`config.mk`:
```
export PLATFORM = sky130hd
export DESIGN_NAME = mem_interface
export DESIGN_NICKNAME = d
export VERILOG_FILES = /design/src/rtl/mem_interface.sv
export SDC_FILE = /design/constraint.sdc
export NUM_CORES = 1
export LEC_CHECK = 0
export ABC_AREA = 1
export BUFFER_PORTS_ARGS = -buffer_cell sky130_fd_sc_hd__buf_2
export CORE_MARGIN = 4
export CORE_UTILIZATION = 47
export CTS_CLUSTER_DIAMETER = 150
export DETAILED_ROUTE_END_ITERATION = 10
export HOLD_SLACK_MARGIN = 0.15
export PLACE_DENSITY = 0.89
export SETUP_SLACK_MARGIN = 0.5
export SYNTH_ARGS = -nofsm -noshare
export SYNTH_HDL_FRONTEND = slang
export SYNTH_SLANG_ARGS = --single-unit
export TNS_END_PERCENT = 100
```
`constraint.sdc`:
```
create_clock -name clock -period 1.8 [get_ports clock]
set_clock_uncertainty 0.05 [all_clocks]
set_input_delay 0.09 -clock clock [delete_from_list [all_inputs] [get_ports clock]]
set_output_delay 0.09 -clock clock [all_outputs]
set_load 0.1 [all_outputs]
```
`src/rtl/mem_interface.sv`:
```
// Memory access controller between the CPU datapath and a 512x32 RAM.
// Holds MAR/MDR, strobes ram_r/ram_w for WAIT_CYCLES cycles and pulses done.
module mem_interface #(
    parameter int ADDR_W      = 9,
    parameter int DATA_W      = 32,
    parameter int WAIT_CYCLES = 1
) (
    input  logic              clock,
    input  logic              clear,
    input  logic [DATA_W-1:0] bus_in,
    input  logic              mar_in,
    input  logic              mdr_in,
    input  logic              read,
    input  logic              write,
    output logic [DATA_W-1:0] mdr_out,
    output logic              busy,
    output logic              done,
    output logic              err,
    output logic [ADDR_W-1:0] ram_addr,
    output logic [DATA_W-1:0] ram_din,
    output logic              ram_r,
    output logic              ram_w,
    input  logic [DATA_W-1:0] ram_dout
);

    // state | meaning
    // IDLE  | accepts MAR/MDR loads and a single read or write request
    // RD    | ram_r held high, counting down the wait window
    // WR    | ram_w held high, counting down the wait window
    // DONE  | done pulse cycle; loads honoured, requests rejected
    localparam logic [1:0] S_IDLE = 2'd0;
    localparam logic [1:0] S_RD   = 2'd1;
    localparam logic [1:0] S_WR   = 2'd2;
    localparam logic [1:0] S_DONE = 2'd3;

    localparam logic [3:0] CNT_LOAD = 4'(WAIT_CYCLES - 1);

    logic [1:0]        state_q, state_d;
    logic [ADDR_W-1:0] mar_q, mar_d;
    logic [DATA_W-1:0] mdr_q, mdr_d;
    logic [ADDR_W-1:0] addr_q, addr_d;
    logic [3:0]        cnt_q, cnt_d;
    logic              busy_q, busy_d;
    logic              done_q, done_d;
    logic              err_q, err_d;
    logic              ram_r_q, ram_r_d;
    logic              ram_w_q, ram_w_d;

    always_comb begin
        state_d = state_q;
        mar_d   = mar_q;
        mdr_d   = mdr_q;
        addr_d  = addr_q;
        cnt_d   = cnt_q;
        busy_d  = busy_q;
        done_d  = 1'b0;
        err_d   = 1'b0;
        ram_r_d = ram_r_q;
        ram_w_d = ram_w_q;

        case (state_q)
            S_IDLE: begin
                if (mar_in) mar_d = bus_in[ADDR_W-1:0];
                if (mdr_in) mdr_d = bus_in;
                // the request latches the MAR value from before this edge
                if (read && write) begin
                    err_d = 1'b1;
                end else if (read || write) begin
                    addr_d  = mar_q;
                    busy_d  = 1'b1;
                    cnt_d   = CNT_LOAD;
                    ram_r_d = read;
                    ram_w_d = write;
                    state_d = read ? S_RD : S_WR;
                end
            end
            S_RD, S_WR: begin
                if (read || write) err_d = 1'b1;
                if (cnt_q != 4'd0) begin
                    cnt_d = cnt_q - 4'd1;
                end else begin
                    // capture on the last strobe cycle while ram_r is still high
                    if (state_q == S_RD) mdr_d = ram_dout;
                    ram_r_d = 1'b0;
                    ram_w_d = 1'b0;
                    busy_d  = 1'b0;
                    done_d  = 1'b1;
                    state_d = S_DONE;
                end
            end
            default: begin
                if (mar_in) mar_d = bus_in[ADDR_W-1:0];
                if (mdr_in) mdr_d = bus_in;
                if (read || write) err_d = 1'b1;
                state_d = S_IDLE;
            end
        endcase
    end

    always_ff @(posedge clock) begin
        if (clear) begin
            state_q <= S_IDLE;
            mar_q   <= '0;
            mdr_q   <= '0;
            addr_q  <= '0;
            cnt_q   <= '0;
            busy_q  <= 1'b0;
            done_q  <= 1'b0;
            err_q   <= 1'b0;
            ram_r_q <= 1'b0;
            ram_w_q <= 1'b0;
        end else begin
            state_q <= state_d;
            mar_q   <= mar_d;
            mdr_q   <= mdr_d;
            addr_q  <= addr_d;
            cnt_q   <= cnt_d;
            busy_q  <= busy_d;
            done_q  <= done_d;
            err_q   <= err_d;
            ram_r_q <= ram_r_d;
            ram_w_q <= ram_w_d;
        end
    end

    assign mdr_out  = mdr_q;
    assign ram_din  = mdr_q;
    assign ram_addr = addr_q;
    assign busy     = busy_q;
    assign done     = done_q;
    assign err      = err_q;
    assign ram_r    = ram_r_q;
    assign ram_w    = ram_w_q;

endmodule

```
# Yosys cells after proc, flatten, opt, wreduce, memory -nomap -nowiden
# Cells that the tools add are included.
# totals
regBits	61
wordCells	61
output_inout_bits	78
# classes
bitwise_logic	2
add_sub_neg	1
n_mux	27
n_eq_ne	7
n_reduce_logical	14
# op_table
op	count
32-bit 2-to-1 mux	4
4-bit 2-to-1 mux	3
1-bit 2-to-1 mux	11
2-bit != test (second input constant)	5
3-bit AND reduction	3
2-bit 2-to-1 mux	4
4-bit one-hot mux with 2 select lines	1
4-bit AND reduction	2
1-bit one-hot mux with 2 select lines	3
2-bit one-hot mux with 2 select lines	1
2-bit nonzero test	2
4-bit nonzero test	1
2-bit OR reduction	2
4-bit by 1-bit subtractor with 4-bit output (second input constant)	1
2-bit by 1-bit equality test with 1-bit output (second input constant)	1
2-bit equality test (second input constant)	1
2-bit zero test	1
1-bit inverter	2
2-bit AND reduction	1
1-bit logical AND	1
1-bit logical OR	1

# Depth between registers and ports, before layout
# Gate-level depths: netlist of run 1.
# depth
word_depth	4
ltp_mapped	9

# Least setup slack after synthesis of run 1
# Ideal clock, no wire load.
# synth_path
path_type	register to register
start	reg state_q[0]
end	reg mdr_q[0], in the netlist mdr_out[0]
arrival_ns	1.391
required_ns	1.631
setup_slack_ns	0.240
period_less_slack_ns	1.560
stages_incl_launch_ff	9
path_cell_list	dfxtp_1 -> inv_1 -> ha_1 -> buf_6 -> nand2_1 -> nand2_2 -> buf_4 -> a21oi_1 -> nor2_1
# synth_between
elab_chain_cells	4
word_cells_on_any_way	8
cone_classes	4 x eq/ne; 1 x mux; 3 x reduce/logical
# synth_lines
element	line_no	rtl
start, declared	38	logic [1:0] state_q, state_d;
start signal, assigned	113	state_q <= state_d;
2-bit by 1-bit equality test with 1-bit output or 2-bit equality test (tied branches)	61, 83	
2-bit OR reduction	61	case (state_q)
2-bit != test (no source line) or 2-bit nonzero test (tied branches)	--	
3-bit AND reduction (no source line)	--	
end signal, assigned	115	mdr_q <= mdr_d;
end, declared	40	logic [DATA_W-1:0] mdr_q, mdr_d;
# Parallel ways exist; a longest one is shown, timed or not.
# A chain may end at the register's enable or synchronous reset.

# Final worst setup path of run 1
# layout_path
start	reg state_q[1]
end	reg mdr_q[18], in the netlist mdr_out[18]
# Same word-level chain as after synthesis.

==> metrics.md, run 1 <==
| Metric | Value |
|---|---|
| Mean Syn Cell Area | `6.970 µm²` |
| Vias in the first global route | `4,028` |
| Fin. max-slew vios | `0` |
| Starting Density | `0.4857` |
| Setup CP Type | `register to register` |
| Fin crit share | `1.028` |
| Total track usage | `0.3102` |
| FF-to-FF path depth | `9` |
| Clk sinks | `61` |
| Critical path's slowest cell | `dfxtp_2` |
| CTS tree | `yes` |
| Netlist Area Pre-Place | `3102 µm²` |
| Ys Warns | `0` |
| Main synth FF type | `dfxtp_1` |
| Nets | `737` |
| RSZ-0062 raised after global routing | `true` |
| Post-synthesis cell type count | `19` |
| Post-Route WL | `19,070 µm` |
| Cells after synthesis | `445` |
| DR vias | `4,849` |
| Worst Setup End Kind | `register` |
| CP endpoint | `mdr_out[18]` |
| Post-synth EDFFs | `0` |
| Largest net degree at the start of global routing | `39` |
| Worst r2r src | `state_q[1]` |
| Net count after synthesis | `522` |
| Placed Cells incl. Taps | `618` |
| DRC Markers | `0` |
| Hold_ws | `0.004772 ns` |
| Hold Crit Class | `input pin to register` |
| GPL Wtd Cong | `0.8476` |
| Max_cap viols | `0` |
| DR WL/cell | `25.70 µm` |
| Clk buf depth | `2` |
| IO Count | `148` |
| Fin util | `0.8750` |
| Die Ht | `89.24 µm` |
| Finish-stage setup viols | `2` |
| Min Tclk post-route | `1.850 ns` |
| Worst Setup Start Kind | `register` |
| Initial antenna violation count | `1` |
| Reg-to-reg endpoint | `mdr_out[18]` |
| Core area | `6386 µm²` |
| Data required, critical path | `2.00 ns` |
| Failing checks | `setup timing` |
| Worst Max-Slew Pin Slew | `0.5190 ns` |
| Crit path max fanout | `8` |
| Dominant cell type by area after synthesis | `dfxtp_1` |
| Total grt overflow | `0` |
| Status | `finished with violations` |
| Setup TNS | `-0.05247 ns` |
| Hold path cells | `2` |
| Clock latency on the worst-skew pair | `0.36 ns` |
| Number of port buffers | `147` |
| Via/cell ratio | `6.535` |
| CP most frequent cell | `nand2_8` |
| DIE WIDTH | `89.24 µm` |
| Worst EP arrival | `2.05 ns` |
| Htree depth | `3` |
| CP Cell Sequence | `inv_2 -> ha_4 -> inv_6 -> nand2_8 -> buf_12 -> nand2_8 -> nand4_1 -> nand2_1 -> nor2_1` |
| Post-synth top cells | `119 x nand2_1, 79 x nor2_1, 61 x dfxtp_1` |
| Clk pin slew, worst setup/hold paths | `0.08 ns` |
| Antenna viol nets, final | `0` |
| Clock Tree Root | `clkbuf_8` |
| #FFs+latches synth | `61` |
| CP startpoint | `state_q[1]` |
| 1st-pass router iterations | `7` |
| Most frequent cell after synthesis | `nand2_1` |
| Die area | `7963 µm²` |
| Synth top area share | `0.3937` |
| Slowest stage delay, CP | `0.36 ns` |
| Synthesis-to-finish area growth | `80.15%` |
| Worst R2R Setup Slack | `-0.05 ns` |
| HPWL after DPL | `6311 µm` |
| Final worst slack | `-0.04976 ns` |
| Share of layout cells above drive strength 1 | `0.4789` |
| Part of the Yosys area used for sequential elements | `0.3937` |
| Synth top area cells | `dfxtp_1 39%, nand2_1 14%, buf_4 9.7%` |
| Layout Cells excl Fill | `742` |
| Rel. slew slack | `0.6563` |
| Global-route wire length before repair | `18,890 µm` |
| Row cnt | `29` |
| TritonCTS Buffers | `9` |
| Final Hold Vio Count | `0` |
| Initial drt markers | `808` |
| Fraction of registers with async set/reset | `0` |
| Max frequency | `0.5406 GHz` |
==> layout make-up <==
cell class	count	area, µm²
sequential	61	1264
inverter	13	66.31
antenna	1	2.502
fill	239	798.3
multi-input combinational	320	1964
clock inverter	1	30.03
timing repair buffer	255	2002
tap	77	96.34
clock buffer	14	162.7
==> routing by layer <==
metal / share of wire / wire length (µm) / up-vias / global-route usage
li1: - / - / 1855 / -
met1: 0.31 / 5939 / 2164 / 0.3139
met3: 0.16 / 2979 / 228 / 0.08664
met4: 0.10 / 1955 / 2 / 0.2138
met2: 0.43 / 8162 / 600 / 0.5479
met5: 0.0019 / 36 / - / 0
==> through the flow <==
step,worst slack (ns),instance area [µm²]
after detailed placement,0.06848,3694
after global placement,0.1510,3694
after CTS,0.2613,4941
after floorplan,0.3818,3219
final,-0.04976,5588
after global routing,-0.2001,5588
==> cell usage in the layout, fill, tap and decap left out, types with 11 or more instances in the layout <==
| master | instances |
|---|---|
| dfxtp_1 | 27 |
| buf_6 | 12 |
| a21oi_2 | 31 |
| nand2_8 | 13 |
| nor2_1 | 75 |
| nand4_1 | 32 |
| clkbuf_8 | 11 |
| o21ai_0 | 12 |
| buf_4 | 14 |
| dlygate4sd3_1 | 66 |
| dfxtp_2 | 34 |
| nand2_1 | 100 |
| buf_2 | 144 |
==> registers in the layout, indices dropped and copies added, names as in the netlist, 2 cells and up <==
name	count
mar_q	9
ram_addr	9
state_q	2
cnt_q	4
mdr_out	32
==> worst min-delay path by stage <==
stage	slack (ns)	startpoint	end
6_report	0.005	clear	state_q[0]
5_1_grt	0.009	clear	cnt_q[2]
4_1_cts	-0.002	clear	ram_w
3_5_place_dp	0.33	bus_in[3]	mar_q[3]
3_3_place_gp	0.31	bus_in[7]	mar_q[7]
2_1_floorplan	0.20	read	ram_r
==> worst max-delay path: cells and delay by family (launching register included) <==
family	cells	cell delay (ns)
adder cells (fa/ha/maj)	1	0.31
buffers and inverters	3	0.37
flip-flops	1	0.36
AND/OR/NAND/NOR	5	0.63
==> kinds of logic (layout without fill, tap and decap cells) <==
family,count (synthesis),count (layout),share of synthesized area
and+or+nand+nor,242,250,0.3259
buffers and inverters,72,283,0.1484
AOI/OAI and AO/OA,62,62,0.1009
DFF,61,61,0.3937
adders and majority gates,7,7,0.02824
xor gates and xnor gates,1,1,0.002824
other,0,1,0
==> what timing repair did <==
action,CTS,global route
setup buffers,9,14
hold endpoints to repair,50,9
gates resized for setup,51,71
pin swaps,32,38
hold buffers,65,1
gates cloned,8,11
setup endpoints to repair,60,63
Power of run 1 is not shown: default switching activity piles up to over one toggle a cycle in this logic, so the estimate is an artifact.
==> run 2: changes to the inputs <==
Settings changed: CAP_MARGIN from default to 40, CORE_ASPECT_RATIO from default to 2.
==> run 2 against run 1 <==
The flow now finishes without violations; count of clock-buffer cells in the layout is 5 lower; non-clock buffer count down 14; worst hold slack gained 0.035 ns; core utilization decreased by 7.1 points; cell area is 8.5% lower; wire length shrank 33%; cell count fell by 1.3%; worst setup slack better by 0.21 ns; die area increased by 1.0%; highest routed layer is now met4.
==> metrics.md, run 2 (synthesis results as in run 1) <==
| Metric | Value |
|---|---|
| DR vias | `3,843` |
| Row cnt | `41` |
| TritonCTS Buffers | `9` |
| Fin. max-slew vios | `0` |
| Multi-input logic area | `1597 µm²` |
| Die Ht | `122.9 µm` |
| Core area | `6361 µm²` |
| Finish-stage setup viols | `0` |
| GPL Wtd Cong | `0.9442` |
| Htree depth | `3` |
| Worst R2R Setup Slack | `0.16 ns` |
| FILL cells | `394` |
| 1st-pass router iterations | `5` |
| Fin crit share | `0.9084` |
| Number of port buffers | `147` |
| Most common cell after layout, fill and taps aside | `buf_2` |
| Vias in the first global route | `4,008` |
| Post-Route WL | `12,700 µm` |
| CTS tree | `yes` |
| Worst Max-Slew Pin Slew | `0.5144 ns` |
| Share of layout cells above drive strength 1 | `0.4053` |
| Initial antenna violation count | `0` |
| Total grt overflow | `0` |
| Via/cell ratio | `5.250` |
| Largest net degree at the start of global routing | `31` |
| Die area | `8042 µm²` |
| Setup TNS | `0 ns` |
| Reg area | `1264 µm²` |
| Initial drt markers | `226` |
| Clock Tree Root | `clkbuf_16` |
| Worst EP arrival | `1.80 ns` |
| Setup CP Type | `register to register` |
| FF-to-FF path depth | `9` |
| Reg-to-reg endpoint | `ram_w` |
| Status | `complete, no violations` |
| Worst r2r src | `state_q[0]` |
| Commonest non-fill, non-tap cells in the layout | `147 x buf_2, 110 x nand2_1, 77 x nor2_1, 66 x dlygate4sd3_1, 34 x dfxtp_2` |
| Clock latency on the worst-skew pair | `0.33 ns` |
| Crit path max fanout | `7` |
| HPWL after DPL | `6852 µm` |
| Clk pin slew, worst setup/hold paths | `0.06 ns` |
| Hold Crit Class | `input pin to register` |
| Clk sinks | `61` |
| Max reg flops | `32` |
| Worst hold start | `clear` |
| Worst Setup Start Kind | `register` |
| Starting Density | `0.4876` |
| CP Cell Sequence | `inv_2 -> ha_4 -> buf_12 -> buf_6 -> nor2_2 -> nor2_4 -> nand2_2 -> nand2_1 -> a21oi_2` |
| Slowest stage delay, CP | `0.35 ns` |
| Total track usage | `0.3101` |
| IO Count | `148` |
| Rel. slew slack | `0.6595` |
| RSZ-0062 raised after global routing | `true` |
| Final Hold Vio Count | `0` |
| DIE WIDTH | `65.45 µm` |
| Hold buffer count at CTS | `66` |
| Max frequency | `0.6116 GHz` |
| Fin util | `0.8037` |
| Data required, critical path | `1.96 ns` |
| Max_cap viols | `0` |
| Nets | `716` |
| Worst Setup End Kind | `register` |
| Hold path cells | `2` |
| Global-route wire length before repair | `18,870 µm` |
| Worst Hold Path EP | `cnt_q[3]` |
| Min Tclk post-route | `1.635 ns` |
| Synthesis-to-finish area growth | `64.82%` |
| Critical path's slowest cell | `dfxtp_2` |
| Antenna viol nets, final | `0` |
| DRC Markers | `0` |
| Clk buf depth | `2` |
| DR WL/cell | `17.35 µm` |
## run 2: cell types whose count changed in the layout (fill, tap and decap cells not counted), moves of 4 or more
| cell | before | now |
|---|---|---|
| a21oi_1 | 6 | 32 |
| clkbuf_16 | 6 | 11 |
| nand2_1 | 100 | 110 |
| nand2_8 | 13 | 5 |
| nand2_2 | 10 | 6 |
| buf_6 | 12 | 3 |
| buf_12 | 9 | 5 |
| nand2_4 | 7 | 2 |
| o21ai_0 | 12 | 17 |
| a21oi_2 | 31 | 9 |
| o21ai_1 | 7 | 3 |
| clkbuf_8 | 11 | 0 |
| a21oi_4 | 4 | 0 |
## run 2: how the worst max path moves through the flow
| stage | from | end |
|---|---|---|
| 6_report | state_q[0] | ram_w |
| 5_1_grt | state_q[1] | mar_q[0] |
| 4_1_cts | state_q[1] | ram_r |
| 3_5_place_dp | state_q[0] | mar_q[5] |
| 3_3_place_gp | state_q[0] | mar_q[2] |
| 2_1_floorplan | state_q[0] | mdr_out[21] |
## run 2: layout make-up
cell class | instances | share of cell area
repair buffers | 241 | 0.3478
multi-input cells | 313 | 0.3123
flip-flops and latches | 61 | 0.2472
clock buffers | 9 | 0.04405
well taps | 86 | 0.02105
clock inverters | 7 | 0.01468
inverters | 13 | 0.01199
diodes | 2 | 0.0009790
## run 2: worst max-delay path: cells and delay by family, from the launching register on
family / cells / cell delay [ns]
AO/OA/AOI/OAI: 1 / 0.06
adder cells (fa/ha/maj): 1 / 0.32
buffers and inverters: 3 / 0.29
flip-flops: 1 / 0.35
AND/OR/NAND/NOR: 4 / 0.44
## run 2: repair_timing
action	in CTS	in global routing
hold endpoints to repair	50	9
setup endpoints to repair	59	60
pin swaps	10	12
setup buffers	8	5
resized for setup	28	22
gates cloned	3	3
## run 2: layer usage
layer | track usage | routed length, µm
met4 | 0.2130 | 583
met5 | 0 | 0
met1 | 0.2850 | 4227
met2 | 0.5797 | 7084
met3 | 0.07051 | 805
## run 2: per-stage QoR
stage               setup WS, ns  cells  hold WS (ns)  cell area (µm²)
detailed placement       0.02208    629        0.3214             3720
global route              0.1306    730       0.04946             5107
finish                    0.1649    732       0.04021             5112
floorplan                 0.3818    445        0.2044             3219
global placement          0.1318    629        0.3218             3720
CTS                       0.2338    722       0.01026             4935
Power of run 2 is left out for the same reason.
